===== src/rtl/game_ctrl_pkg.sv =====
`default_nettype none
// ============================================================================
// Module   : game_ctrl_pkg
// Purpose  : Shared constants and types for the Connect-4 event hub:
//            UART command bytes, button channel indices, win-sequencer
//            state encoding and a counter-width helper.
// Revision : 1.0 - initial release
// ============================================================================
package game_ctrl_pkg;

  // UART command bytes
  localparam logic [7:0] CMD_LEFT  = 8'h01;
  localparam logic [7:0] CMD_RIGHT = 8'h02;
  localparam logic [7:0] CMD_DROP  = 8'h03;
  localparam logic [7:0] CMD_RESET = 8'h04;

  // Button channel assignment
  localparam int BTN_LEFT  = 0;
  localparam int BTN_RIGHT = 1;
  localparam int BTN_DROP  = 2;
  localparam int BTN_RESET = 3;

  // Post-win delay sequencer
  typedef enum logic [0:0] {
    WIN_IDLE = 1'b0,
    WIN_HOLD = 1'b1
  } win_state_t;

  // Width of a counter that must reach n-1 (never zero bits wide)
  function automatic int cnt_width(input int n);
    return (n > 1) ? $clog2(n) : 1;
  endfunction

endpackage
`default_nettype wire


===== src/rtl/debounce_edge.sv =====
`default_nettype none
// ============================================================================
// Module   : debounce_edge
// Purpose  : One push-button channel. Synchronises an asynchronous
//            active-low button, debounces it with a stability counter and
//            emits a one-cycle pulse on each accepted press (1->0).
// Ports    : clk    - system clock
//            rstn   - synchronous active-low reset
//            btn_n  - raw active-low button, asynchronous
//            press  - registered one-cycle press pulse
// Revision : 1.0 - initial release
// ============================================================================
module debounce_edge
  import game_ctrl_pkg::*;
#(
  parameter int DEB_CYCLES = 250000
) (
  input  logic clk,
  input  logic rstn,
  input  logic btn_n,
  output logic press
);

  localparam int              CNT_W    = cnt_width(DEB_CYCLES);
  localparam logic [CNT_W-1:0] CNT_LAST = CNT_W'(DEB_CYCLES - 1);

  logic             sync1;
  logic             sync2;
  logic             level;
  logic [CNT_W-1:0] cnt;

  always_ff @(posedge clk) begin
    if (!rstn) begin
      sync1 <= 1'b1;
      sync2 <= 1'b1;
      level <= 1'b1;
      cnt   <= '0;
      press <= 1'b0;
    end else begin
      sync1 <= btn_n;
      sync2 <= sync1;
      press <= 1'b0;
      // cnt tracks consecutive samples that disagree with the accepted level;
      // any agreeing sample restarts the run.
      if (sync2 == level) begin
        cnt <= '0;
      end else if (cnt == CNT_LAST) begin
        level <= sync2;
        cnt   <= '0;
        press <= ~sync2;
      end else begin
        cnt <= cnt + 1'b1;
      end
    end
  end

endmodule
`default_nettype wire


===== src/rtl/game_event_ctrl.sv =====
`default_nettype none
// ============================================================================
// Module   : game_event_ctrl
// Purpose  : Input/event hub for the Connect-4 top level. Merges debounced
//            buttons and UART command bytes into single-cycle game actions,
//            runs the per-turn timeout (automatic drop) and the post-win
//            delayed reset sequencer.
// Ports    : clk, rstn            - clock, synchronous active-low reset
//            btn_n[N_BTN]         - raw active-low buttons
//            rx_data, rx_valid    - UART byte and strobe
//            turn_active          - FSM waiting for a move (timer enable)
//            win_flag             - game-won level from FSM
//            move_left/right/drop - action pulses
//            times_up             - pulse with a timeout-only drop
//            game_reset           - reset pulse
//            btn_pulse[N_BTN]     - raw per-channel press pulses
//            turn_secs            - elapsed seconds in current turn
//            win_pending          - post-win delay running
// Revision : 1.0 - initial release
// ============================================================================
module game_event_ctrl
  import game_ctrl_pkg::*;
#(
  parameter int N_BTN           = 4,
  parameter int DEB_CYCLES      = 250000,
  parameter int TICKS_PER_SEC   = 25000000,
  parameter int TURN_SECS       = 10,
  parameter int SEC_W           = 4,
  parameter int WIN_HOLD_CYCLES = 12500000
) (
  input  logic             clk,
  input  logic             rstn,
  input  logic [N_BTN-1:0] btn_n,
  input  logic [7:0]       rx_data,
  input  logic             rx_valid,
  input  logic             turn_active,
  input  logic             win_flag,
  output logic             move_left,
  output logic             move_right,
  output logic             move_drop,
  output logic             times_up,
  output logic             game_reset,
  output logic [N_BTN-1:0] btn_pulse,
  output logic [SEC_W-1:0] turn_secs,
  output logic             win_pending
);

  localparam int                TICK_W     = cnt_width(TICKS_PER_SEC);
  localparam int                WIN_W      = cnt_width(WIN_HOLD_CYCLES);
  localparam logic [TICK_W-1:0] TICK_LAST  = TICK_W'(TICKS_PER_SEC - 1);
  localparam logic [WIN_W-1:0]  WIN_LAST   = WIN_W'(WIN_HOLD_CYCLES - 1);
  localparam logic [SEC_W-1:0]  SECS_LIMIT = SEC_W'(TURN_SECS);
  localparam logic [SEC_W-1:0]  SECS_PREV  = SEC_W'(TURN_SECS - 1);

  // --------------------------------------------------------------------------
  // Button channels
  // --------------------------------------------------------------------------
  logic [N_BTN-1:0] press;

  generate
    for (genvar i = 0; i < N_BTN; i++) begin : g_btn
      debounce_edge #(
        .DEB_CYCLES (DEB_CYCLES)
      ) u_deb (
        .clk   (clk),
        .rstn  (rstn),
        .btn_n (btn_n[i]),
        .press (press[i])
      );
    end
  endgenerate

  // Press pulses are already registered inside each channel.
  assign btn_pulse = press;

  // --------------------------------------------------------------------------
  // Request decode and action merge
  // --------------------------------------------------------------------------
  win_state_t        win_state;
  logic [WIN_W-1:0]  win_cnt;
  logic              win_prev;
  logic [TICK_W-1:0] tick;
  logic              timeout_req;

  logic [7:0] cmd;
  logic       req_reset;
  logic       ext_drop;
  logic       any_drop;
  logic       req_left;
  logic       req_right;
  logic       hold_end;
  logic       moves_ok;
  logic       reset_d;
  logic       drop_d;
  logic       times_up_d;
  logic       left_d;
  logic       right_d;

  always_comb begin
    cmd        = rx_valid ? rx_data : 8'h00;
    req_reset  = press[BTN_RESET] | (cmd == CMD_RESET);
    ext_drop   = press[BTN_DROP]  | (cmd == CMD_DROP);
    any_drop   = ext_drop | timeout_req;
    req_left   = press[BTN_LEFT]  | (cmd == CMD_LEFT);
    req_right  = press[BTN_RIGHT] | (cmd == CMD_RIGHT);
    hold_end   = (win_state == WIN_HOLD) && (win_cnt == WIN_LAST);
    // Moves are blocked by a reset in the same cycle and for the whole hold.
    moves_ok   = !req_reset && (win_state == WIN_IDLE);
    reset_d    = req_reset | hold_end;
    drop_d     = moves_ok & any_drop;
    times_up_d = drop_d & timeout_req & ~ext_drop;
    // A drop outranks lateral moves; opposing lateral requests cancel.
    left_d     = moves_ok & ~any_drop & req_left  & ~req_right;
    right_d    = moves_ok & ~any_drop & req_right & ~req_left;
  end

  // --------------------------------------------------------------------------
  // Win sequencer and registered action pulses
  // --------------------------------------------------------------------------
  always_ff @(posedge clk) begin
    if (!rstn) begin
      win_state   <= WIN_IDLE;
      win_cnt     <= '0;
      win_prev    <= 1'b0;
      win_pending <= 1'b0;
      move_left   <= 1'b0;
      move_right  <= 1'b0;
      move_drop   <= 1'b0;
      times_up    <= 1'b0;
      game_reset  <= 1'b0;
    end else begin
      win_prev   <= win_flag;
      move_left  <= left_d;
      move_right <= right_d;
      move_drop  <= drop_d;
      times_up   <= times_up_d;
      game_reset <= reset_d;
      case (win_state)
        WIN_IDLE: begin
          // A simultaneous manual reset wins over starting the hold.
          if (win_flag && !win_prev && !req_reset) begin
            win_state   <= WIN_HOLD;
            win_pending <= 1'b1;
            win_cnt     <= '0;
          end
        end
        WIN_HOLD: begin
          if (req_reset || hold_end) begin
            win_state   <= WIN_IDLE;
            win_pending <= 1'b0;
            win_cnt     <= '0;
          end else begin
            win_cnt <= win_cnt + 1'b1;
          end
        end
        default: begin
          win_state   <= WIN_IDLE;
          win_pending <= 1'b0;
          win_cnt     <= '0;
        end
      endcase
    end
  end

  // --------------------------------------------------------------------------
  // Turn timer
  // --------------------------------------------------------------------------
  always_ff @(posedge clk) begin
    if (!rstn) begin
      tick        <= '0;
      turn_secs   <= '0;
      timeout_req <= 1'b0;
    end else begin
      timeout_req <= 1'b0;
      if (!turn_active || drop_d || reset_d) begin
        tick      <= '0;
        turn_secs <= '0;
      end else if (win_state == WIN_IDLE) begin
        if (tick == TICK_LAST) begin
          tick <= '0;
          // Saturate at the limit; the request fires only on the step onto it.
          if (turn_secs < SECS_LIMIT) begin
            turn_secs <= turn_secs + 1'b1;
            if (turn_secs == SECS_PREV) begin
              timeout_req <= 1'b1;
            end
          end
        end else begin
          tick <= tick + 1'b1;
        end
      end
    end
  end

endmodule
`default_nettype wire


===== config.mk =====
export PLATFORM = sky130hd
export DESIGN_NAME = game_event_ctrl
export DESIGN_NICKNAME = d
export VERILOG_FILES = /design/src/rtl/game_ctrl_pkg.sv /design/src/rtl/debounce_edge.sv /design/src/rtl/game_event_ctrl.sv
export SDC_FILE = /design/constraint.sdc
export NUM_CORES = 1
export LEC_CHECK = 0
export CORE_MARGIN = 10
export CORE_UTILIZATION = 35
export CTS_CLUSTER_SIZE = 20
export DETAILED_ROUTE_END_ITERATION = 12
export GPL_TIMING_DRIVEN = 0
export PLACE_DENSITY = 0.59
export SLEW_MARGIN = 20
export SYNTH_ARGS = -nofsm -noshare
export SYNTH_HDL_FRONTEND = slang
export SYNTH_HIERARCHICAL = 1
export SYNTH_SLANG_ARGS = --single-unit

===== constraint.sdc =====
create_clock -name clk -period 3.4 [get_ports clk]
set_input_delay 0.34 -clock clk [delete_from_list [all_inputs] [get_ports clk]]
set_output_delay 0.34 -clock clk [all_outputs]
set_load 0.05 [all_outputs]

After elaboration in Yosys (flattened, before gate mapping)
Cells that the tools add are included.

storage, ports and cells
  register bits = 150
  input port bits = 17
  output and inout port bits = 14

cells by class
  add/sub/neg operators = 7
  magnitude comparators = 1
  eq/ne operators = 17
  multiplexer cells = 12
  bitwise operators = 34
  reduce and logical (&&, ||, !) cells = 26

operators with widths
  kind                     count
  $add A18 B1 Y18 const B  4
  $eq A18 B18 Y1 const B   4
  $mux W24                 2
  $pmux W24 S2             1
  $add A25 B1 Y25 const B  1
  $eq A25 B25 Y1 const B   1
  $mux W25                 1
  $add A24 B1 Y24 const B  1
  $eq A24 B24 Y1 const B   1
  $reduce_or A3 Y1         8
  $not A1 Y1               20
  $eq A8 B2 Y1 const B     2
  $reduce_and A2 Y1        5
  $and A1 B1 Y1            8
  $eq A8 B1 Y1 const B     1
  $eq A8 B3 Y1 const B     1
  $mux W8                  1
  $or A1 B1 Y1             6
  $mux W1                  5
  $reduce_or A5 Y1         1
  $add A4 B1 Y4 const B    1
  $eq A1 B1 Y1             4
  $eq A4 B4 Y1 const B     1
  $logic_and A1 B1 Y1      4
  other kinds (7)          13

Logic depth before layout (Yosys ltp)
  depth after elaboration = 9
  depth in mapped cells = 8
  depth with buffers taken out = 6

Cells and area by module
The synthesis kept the hierarchy.

modules (own cells, without submodules)
  module           times used  cells an instance  area each (um^2)  seq. area each (um^2)
  debounce_edge    4           109                992.2             440.4
  game_event_ctrl  1           368                3125.5            1241.2

Worst setup path before layout
No wires, ideal clock.

  path kind = register -> register
  from = register win_cnt[0]
  to = register win_cnt[18]
  setup time = 74 ps
  data arrival time = 1868 ps
  required time = 3326 ps
  slack = 1458 ps
  cell stages (with the launch flop) = 9
  period minus slack after synthesis = 1942 ps
  cells stage by stage = dfxtp_1 -> ha_1 -> and4_1 -> and4_1 -> a211oi_2 -> buf_4 -> buf_2 -> a41oi_1 -> a31oi_1

on the way
  longest elaborated chain between the ends = 5
  elaborated cells on any way between the ends = 6
  those cells by class = add/sub: 1; eq/ne: 1; mux: 2; reduce/logical: 2

ends and longest elaborated chain
  element                                                  line                    RTL
  from (decl)                                              game_event_ctrl.sv:80   logic [WIN_W-1:0] win_cnt;
  from (signal assigned)                                   game_event_ctrl.sv:153  win_cnt <= win_cnt + 1'b1;
  branches (longest 3 deep; another with $add A24 B1 Y24)  n/a
  $mux W24 (*)                                             game_event_ctrl.sv:148  if (req_reset || hold_end) begin
  $pmux W24 S2 (*)                                         game_event_ctrl.sv:138  case (win_state)

Mark *: on every way between the ends.
A chain may end at the register's enable or synchronous reset.

==> results.cfg <==
[run_status]
outcome = completed

[final_layout]
ff_latch_area_um2 = 3000
multi_input_area_um2 = 3830
nets = 878
utilization_pct = 41.0
final_common_cell = dfxtp_1
fillers = 2018
drive_above_1_share_pct = 9.48
area_growth_syn_to_layout_pct = 16.3
final_cells = 1135
diodes = 0
mostFrequentLayoutCells = dfxtp_1, nor2_1, xnor2_1

[setup_path]
r2r-start = win_cnt[0]
cpLargestDelayFamily = buffers and inverters
worstPathArrival_ps = 2890
reg2reg_depth = 8
crit_type = input pin to register
crit_required_ps = 3750
crit_path_max_fanout = 23
critPathBufInv = 4
critPathLaunchType = input pin
cp_slowest_cell = clkdlybuf4s50_1
r2r_end = win_cnt[18]
end_kind = register
path_cells = clkdlybuf4s50_1 > inv_1 > a211oi_2 > buf_4 > buf_2 > a41oi_1 > a31oi_1
max_stage_delay_ps = 1000
reg2reg_slack_ps = 1050

[power_and_ir_drop]
p_leak_nw = 2.54
clock_power_share_pct = 46.6
p_switching_uw = 848
irDropWorstVdd_mv = 0.330
p_total_mw = 3.59
seq_power_share_pct = 49.6
power.density_nw_per_um2 = 435
power.internal_mw = 2.74
p_sw_share_pct = 23.6
p_comb_share_pct = 3.8

[clock_network]
cts.sinks = 150
clockBufferDepth = 2
cts_hold_buffers = 0
clk_pin_slew_ps = 60
ctsResizeCount = 0
worstSkewPairLatency_ps = 420
cts_tree = built
cts_root_buf = clkbuf_16
cts-buffers-inserted = 17
htree_levels = 4
post_cts_buffers = 0

[global_route]
grt_use_total_pct = 12.4
grt_pass1_vias = 5576
grt_start_max_net_pins = 24
grt-ovfl-total = 0
grt_pass1_wl_mm = 27.2
antenna_found_initial = 0

[drt]
drc = 0
wl_per_cell_um = 13.9
vias_per_cell = 5.10
ant_nets = 0
drt-initial-drc-count = 366
drt-total-wl_mm = 15.8
dr.pass1.iters = 5
routed-via-count = 5788

[sta]
hold_violations = 0
slew_headroom_pct = 45.7
fin_skew_ps = 12.4
worst_slew_pin_slew_ps = 812
fmax_mhz = 394
finalCriticalPeriod_ps = 2540
maxSlewViolCount = 0
rsz0062_at_grt = no
setup_violations = 0
tns_ps = 0
timing.final.crit_share_pct = 74.7

[placed_design]
hpwl_mm = 11.1
io_buffers = 30
gp_congestion = 0.858
dp_cells = 1104

[worst_hold_path]
hold_class = register to register
hp-start = g_btn[0].u_deb/sync1
hold_end = g_btn[0].u_deb/sync2
whs_path_depth = 1

[logic_synthesis]
syn_nets = 829
yosys.area.top_type = dfxtp_1
avgSynthCellArea_um2 = 8.82
netlist_top_cells_area = dfxtp_1, xnor2_1, nor2_1
yosysTopAreaCellShare_pct = 42.3
synthMuxAreaShare_pct = 0
ys_ff_latch = 150
synth-simple-area-share_pct = 32.7
synthCells = 804
netlist_area_um2 = 7090
synth_top_family_by_area = simple AND/OR/NAND/NOR gates
synthAdderAreaFrac_pct = 1.41
yosys.area_share.xor_xnor_pct = 11.0
seq_area_frac_synth_pct = 42.3
post_synth_num_cell_types = 56
yosysWarnings = 6
synth-compound-area-share_pct = 8.91

[floorplan]
io-pin-count = 31
die_y_um = 162
initial_core_util_pct = 35.3
die_area_um2 = 26400
coreArea_um2 = 20100
rows = 52
die_w_um = 162

[flow_run]
max_cap_violations = 0
[kinds of logic (layout without fill, tap and decap cells)]
logic type,Yosys count,after routing
simple gates,417,417
flops,150,150
compound gates,90,90
xor+xnor,89,89
buf+inv,50,111
fa+ha+maj,8,8
[cell type report]
| class | count | share of cell area (%) |
|---|---|---|
| clock inverters | 12 | 1.03 |
| clock buffers | 19 | 5.25 |
| inverters | 27 | 1.23 |
| repair buffers | 30 | 3.64 |
| well taps | 270 | 4.09 |
| plain buffers | 23 | 1.91 |
| multi-input cells | 604 | 46.5 |
| flip-flops and latches | 150 | 36.4 |
[worst max path at each step]
stage,cells past startpoint,slack [ps],endpoint,start
2_1_floorplan,8,1460,win_cnt[18],win_cnt[0]
3_3_place_gp,7,450,win_cnt[18],rstn
3_5_place_dp,7,470,win_cnt[18],rstn
4_1_cts,7,910,win_cnt[18],rstn
5_1_grt,7,660,win_cnt[14],rstn
6_report,7,860,win_cnt[18],rstn
[sequential cells by signal, indices dropped and copies added (netlist names)]
signal	cells
g_btn.u_deb/cnt	72
g_btn.u_deb/level	4
g_btn.u_deb/press	4
g_btn.u_deb/sync1	4
g_btn.u_deb/sync2	4
game_reset	1
move_drop	1
move_left	1
move_right	1
tick	25
timeout_req	1
times_up	1
turn_secs	4
win_cnt	24
win_pending	1
win_prev	1
win_state	1
[cells in the mapped netlist (all sizes together)]
| cell | instances |
|---|---|
| a22oi | 1 |
| xnor2 | 59 |
| clkbuf | 7 |
| buf | 16 |
| or2 | 2 |
| o21a | 1 |
| o211ai | 3 |
| o22ai | 1 |
| o21ai | 22 |
| inv | 27 |
| or4 | 5 |
| and3 | 20 |
| nor3 | 24 |
| o311ai | 1 |
| nor2b | 3 |
| nand2b | 11 |
| nand3b | 10 |
| nand4 | 40 |
| a41oi | 5 |
| dfxtp | 150 |
| or4b | 3 |
| o31ai | 6 |
| and4 | 5 |
| ha | 8 |
| nor3b | 2 |
| nor2 | 116 |
| o31a | 1 |
| nor4 | 39 |
| a32oi | 2 |
| nand2 | 53 |
| nor4b | 11 |
| a31o | 1 |
| a21bo | 1 |
| a21oi | 15 |
| o221ai | 4 |
| nand4b | 1 |
| a31oi | 24 |
| o21bai | 1 |
| or3 | 4 |
| nor4bb | 3 |
| or3b | 1 |
| and2 | 13 |
| xor2 | 30 |
| nand3 | 51 |
| a211oi | 1 |
[power groups by stage]
stage          sequential (mW)  combinational [mW]  clock, mW
2_1_floorplan             1.82              0.0731          0
3_3_place_gp              1.82               0.137          0
3_5_place_dp              1.82               0.138          0
4_1_cts                   1.78               0.138       1.72
5_1_grt                   1.78               0.152       1.80
6_report                  1.78               0.137       1.67
[worst reg2reg max path: cells and delay by family (launching register included)]
family                     cells  cell delay [ps]
AOI/OAI and AO/OA              3              630
adders and majority gates      1              260
buffers and inverters          2              520
DFF                            1              340
and+or+nand+nor                2              520
[metrics by stage]
| step | area, um2 | setup WS, ps | hold WS, ps |
|---|---|---|---|
| after floorplan | 7090 | 1460 | 386 |
| after global placement | 7730 | 448 | 390 |
| after detailed placement | 7730 | 465 | 395 |
| after CTS | 8250 | 914 | 410 |
| after global routing | 8250 | 656 | 436 |
| final | 8250 | 860 | 407 |
[routing by layer]
metal	GRT usage, %	vias to the layer above	share of wire (%)
met2	18.9	103	44
li1	-	2981	-
met3	3.26	17	4.5
met5	0	-	0
met1	16.9	2687	50
met4	3.76	0	1.0
No activity file was read; power rests on OpenSTA's default activity.
